==> src/rtl/seg7_pkg.sv <==
// Shared constants and helpers for the seven-segment display driver.
// Patterns are active-high "segment on", bit order {g,f,e,d,c,b,a}.
package seg7_pkg;

    localparam logic [6:0] SEG_0 = 7'b0111111;
    localparam logic [6:0] SEG_1 = 7'b0000110;
    localparam logic [6:0] SEG_2 = 7'b1011011;
    localparam logic [6:0] SEG_3 = 7'b1001111;
    localparam logic [6:0] SEG_4 = 7'b1100110;
    localparam logic [6:0] SEG_5 = 7'b1101101;
    localparam logic [6:0] SEG_6 = 7'b1111101;
    localparam logic [6:0] SEG_7 = 7'b0000111;
    localparam logic [6:0] SEG_8 = 7'b1111111;
    localparam logic [6:0] SEG_9 = 7'b1101111;
    localparam logic [6:0] SEG_A = 7'b1110111;
    localparam logic [6:0] SEG_B = 7'b1111100;
    localparam logic [6:0] SEG_C = 7'b0111001;
    localparam logic [6:0] SEG_D = 7'b1011110;
    localparam logic [6:0] SEG_E = 7'b1111001;
    localparam logic [6:0] SEG_F = 7'b1110001;

    localparam logic [6:0] SEG_OFF = '0;
    localparam logic [6:0] SEG_ALL = '1;

    // Converts an active-high pattern to the board's drive polarity.
    function automatic logic [6:0] seg7_polarity(input logic [6:0] pattern,
                                                  input logic        active_low);
        return active_low ? ~pattern : pattern;
    endfunction

endpackage

==> src/rtl/seg7_lut.sv <==
// Combinational hex-digit decoder: 4-bit code in, active-high segments out.
module seg7_lut
    import seg7_pkg::*;
(
    input  logic [3:0] digit,
    output logic [6:0] segments
);

    // Full 16-entry hex decode
    always_comb begin
        segments = SEG_OFF;
        case (digit)
            4'h0: segments = SEG_0;
            4'h1: segments = SEG_1;
            4'h2: segments = SEG_2;
            4'h3: segments = SEG_3;
            4'h4: segments = SEG_4;
            4'h5: segments = SEG_5;
            4'h6: segments = SEG_6;
            4'h7: segments = SEG_7;
            4'h8: segments = SEG_8;
            4'h9: segments = SEG_9;
            4'hA: segments = SEG_A;
            4'hB: segments = SEG_B;
            4'hC: segments = SEG_C;
            4'hD: segments = SEG_D;
            4'hE: segments = SEG_E;
            4'hF: segments = SEG_F;
        endcase
    end

endmodule

==> src/rtl/seg7_display.sv <==
// Registered seven-segment driver for the score/winner readout.
// Lamp test beats blank, blank beats load; the output register is the only state.
module seg7_display
    import seg7_pkg::*;
#(
    parameter int IN_WIDTH   = 3,
    parameter int ACTIVE_LOW = 1
) (
    input  logic                Clock,
    input  logic                Reset,
    input  logic                en,
    input  logic [IN_WIDTH-1:0] value,
    input  logic                blank,
    input  logic                lamp_test,
    output logic [6:0]          out
);

    localparam logic INVERT = (ACTIVE_LOW != 0);

    logic [3:0] digit;
    logic [6:0] decoded;
    logic [6:0] next_out;

    // Zero-extend the count to a full hex digit
    always_comb begin
        digit = '0;
        digit[IN_WIDTH-1:0] = value;
    end

    seg7_lut u_lut (
        .digit    (digit),
        .segments (decoded)
    );

    // Per-cycle priority select; holds when nothing is requested
    always_comb begin
        next_out = out;
        if (lamp_test)
            next_out = seg7_polarity(SEG_ALL, INVERT);
        else if (blank)
            next_out = seg7_polarity(SEG_OFF, INVERT);
        else if (en)
            next_out = seg7_polarity(decoded, INVERT);
    end

    // Output register with synchronous reset to all segments off
    always_ff @(posedge Clock) begin
        if (Reset)
            out <= seg7_polarity(SEG_OFF, INVERT);
        else
            out <= next_out;
    end

endmodule

==> config.mk <==
export PLATFORM = sky130hd
export DESIGN_NAME = seg7_display
export DESIGN_NICKNAME = d
export VERILOG_FILES = /design/src/rtl/seg7_pkg.sv /design/src/rtl/seg7_lut.sv /design/src/rtl/seg7_display.sv
export SDC_FILE = /design/constraint.sdc
export NUM_CORES = 1
export LEC_CHECK = 0
export CORE_AREA = 2 2 39 41
export CTS_BUF_LIST = sky130_fd_sc_hd__clkbuf_8
export DETAILED_ROUTE_END_ITERATION = 16
export DIE_AREA = 0 0 41 43
export DONT_BUFFER_PORTS = 1
export PLACE_DENSITY = 0.6
export SLEW_MARGIN = 25
export SYNTH_ARGS = -nofsm -noshare
export SYNTH_HDL_FRONTEND = slang
export SYNTH_HIERARCHICAL = 1
export SYNTH_SLANG_ARGS = --single-unit
==> constraint.sdc <==
create_clock -name Clock -period 1.47 [get_ports Clock]
set_input_delay 0.294 -clock Clock [delete_from_list [all_inputs] [get_ports Clock]]
set_output_delay 0.294 -clock Clock [all_outputs]
set_load 0.01 [all_outputs]
==> impl_metrics.json <==
{
  "status": "finished clean",
  "post-route-period-util_pct": 88.6,
  "whs_ns": 0.246,
  "yosysTopAreaCell": "dfxtp_1",
  "gp_congestion": 0.753,
  "criticalPathCategory": "input pin to register",
  "drc": 0,
  "route.met2.wl_um": 491,
  "pin_count": 15,
  "ff2ff_setup_slack_ns": 0.79,
  "synthCells": 65,
  "diodes": 0,
  "synth_top_area_share_pct": 23.8,
  "area_delta_synth_final_pct": 12.1,
  "slew_viol_final": 0,
  "place_ws_ns": -0.0805,
  "die_w_um": 41,
  "finalHoldViolations": 0,
  "cts-root-buf": "clkbuf_8",
  "power_frac_comb_pct": 17.0,
  "p_leak_uw": 0.000279,
  "synth.most_common_cell": "nand2b_1",
  "rows": 14,
  "met1Wirelength_um": 500,
  "yosysWarnings": 6,
  "clock_skew_ns": 0,
  "powerDensity_mw_per_mm2": 893,
  "synth_ff_type": "dfxtp_1",
  "placed_cells": 83,
  "drtPass1Iterations": 4,
  "grt-ovfl-total": 0,
  "switching_share_pct": 24.7,
  "async_reset_ff_share_pct": 0,
  "max_stage_delay_ns": 0.44,
  "postCtsSetupRepairBufs": 0,
  "max_freq_ghz": 0.767,
  "fin_ws_ns": 0.167,
  "p_int_uw": 444,
  "dp_hpwl_um": 800,
  "core_mm2": 0.00138,
  "initial_core_util_pct": 42.6,
  "antenna_found_initial": 0,
  "holdCritPathClass": "input pin to register",
  "htree_levels": 1,
  "numPortBuffers": 0,
  "clockBufferDepth": 2,
  "cp_max_fo": 5,
  "ys_types": 21,
  "start_kind": "input pin",
  "hold_buffers": 0,
  "cp_data_arrival_time_ns": 1.46,
  "routed_wl_mm": 1.05,
  "p_switching_uw": 145,
  "crit_family": "multiplexers",
  "p_clk_share_pct": 44.6,
  "required_ns": 1.62,
  "cp.buffers_inverters": 2,
  "seq_power_share_pct": 38.4,
  "path_cells": "inv_2 > ha_2 > inv_1 > mux4_2 > or2b_1 > a31oi_1",
  "drt-initial-drc-count": 11,
  "grt_max_degree": 15,
  "ys_top_cells_by_area": "dfxtp_1, ha_1, nand2b_1, a31oi_1, or2b_1",
  "syn_area_per_cell_um2": 9.07,
  "die_area_mm2": 0.00176,
  "setup_viol": 0,
  "dr.max_layer_used": "met4",
  "grt_use_total_pct": 14.5,
  "reg.largest.list": "out: 7 flops",
  "netlist_area_um2": 589,
  "fin_setup_tns_ns": 0,
  "final_util_pct": 47.7,
  "route.met3.wl_um": 42,
  "peakVddDrop_mv": 0.230,
  "stdcell_count": 87,
  "min_period_ns": 1.30,
  "path_clk_slew_ns": 0.04,
  "ant_nets": 0,
  "nets": 87,
  "rsz0062_at_grt": "false",
  "die_height_um": 43,
  "regMostFlops": "out",
  "cts_sinks": 7,
  "cts_tree": "done",
  "cts_buffers": 3,
  "cts_resized": 0,
  "synth_edf_count": 0,
  "vias": 432,
  "grt_pass1_vias": 445,
  "post_drt_wl_per_cell_um": 12.0,
  "end_kind": "register",
  "viasPerCell": 4.97,
  "slowest_stage": "mux4_2",
  "grt_pass1_wl_mm": 1.77,
  "synth_common_cells": "nand2b_1, a31oi_1, dfxtp_1, ha_1",
  "ys_ff_latch": 7,
  "drive_above_1_share_pct": 18.3,
  "clock_latency_ns": 0.23,
  "maxCapViolCount": 0,
  "ys_seq_area_share_pct": 23.8,
  "largest_register_ffs": 7
}
## area by class of cell
cell class | count | area, um^2
multi-input combinational | 54 | 429
sequential | 7 | 140
clock inverter | 1 | 3.75
inverter | 5 | 18.8
clock buffer | 3 | 41.3
timing repair buffer | 1 | 7.51
tap | 16 | 20.0
fill | 148 | 723
## power by group through the flow
stage	Clock (uW)	Combinational (uW)	Sequential [uW]
floorplan	0	94.1	228
global placement	0	97.5	230
detailed placement	0	98.9	230
CTS	264	99.5	227
global route	273	114	231
finish	263	100	226
## worst paths after layout
kind | startpoint | end | cells after the start
setup / recovery | value[1] | out[3] | 6
hold / removal | en | out[5] | 2
setup reg to reg | out[6] | out[6] | 2
hold reg to reg | out[0] | out[0] | 2
## per-stage QoR
stage / power (uW) / instance area, um^2
final: 590 / 661
after global routing: 618 / 661
after CTS: 591 / 661
after detailed placement: 329 / 616
after global placement: 327 / 616
after floorplan: 322 / 616
## metal layers
layer  track usage, %  up-vias
met4             8.00        0
met1             18.8      188
met2             20.9        9
met3             3.66        2
met5                0        -
li1                 -      233
## layout by cell type (no fill, tap or decap), types with 2 or more instances in the layout
cell / netlist / final
ha_1: 7 / 5
inv_1: 5 / 4
or2b_1: 5 / 5
clkbuf_8: 0 / 3
a21oi_1: 3 / 3
a31oi_1: 7 / 7
mux2i_1: 2 / 2
nor2b_1: 2 / 2
conb_1: 1 / 5
mux2_2: 3 / 3
dfxtp_1: 7 / 7
nand2b_1: 11 / 11
nor3_1: 2 / 2
inv_2: 0 / 2
## cells by family after synthesis
kind of cell | count (synthesis) | synth area share [%]
buf+inv | 8 | 7.85
mux | 6 | 13.6
other cells | 1 | 0.636
fa+ha+maj | 7 | 14.9
flops | 7 | 23.8
simple gates | 23 | 24.4
compound gates | 13 | 14.9
## worst register-to-register path, delay by kind of cell, from the launching register on
kind / cells / cell delay (ns)
AOI/OAI and AO/OA: 1 / 0.15
and+or+nand+nor: 1 / 0.08
DFF: 1 / 0.38
(Power assumes the default switching activity.)
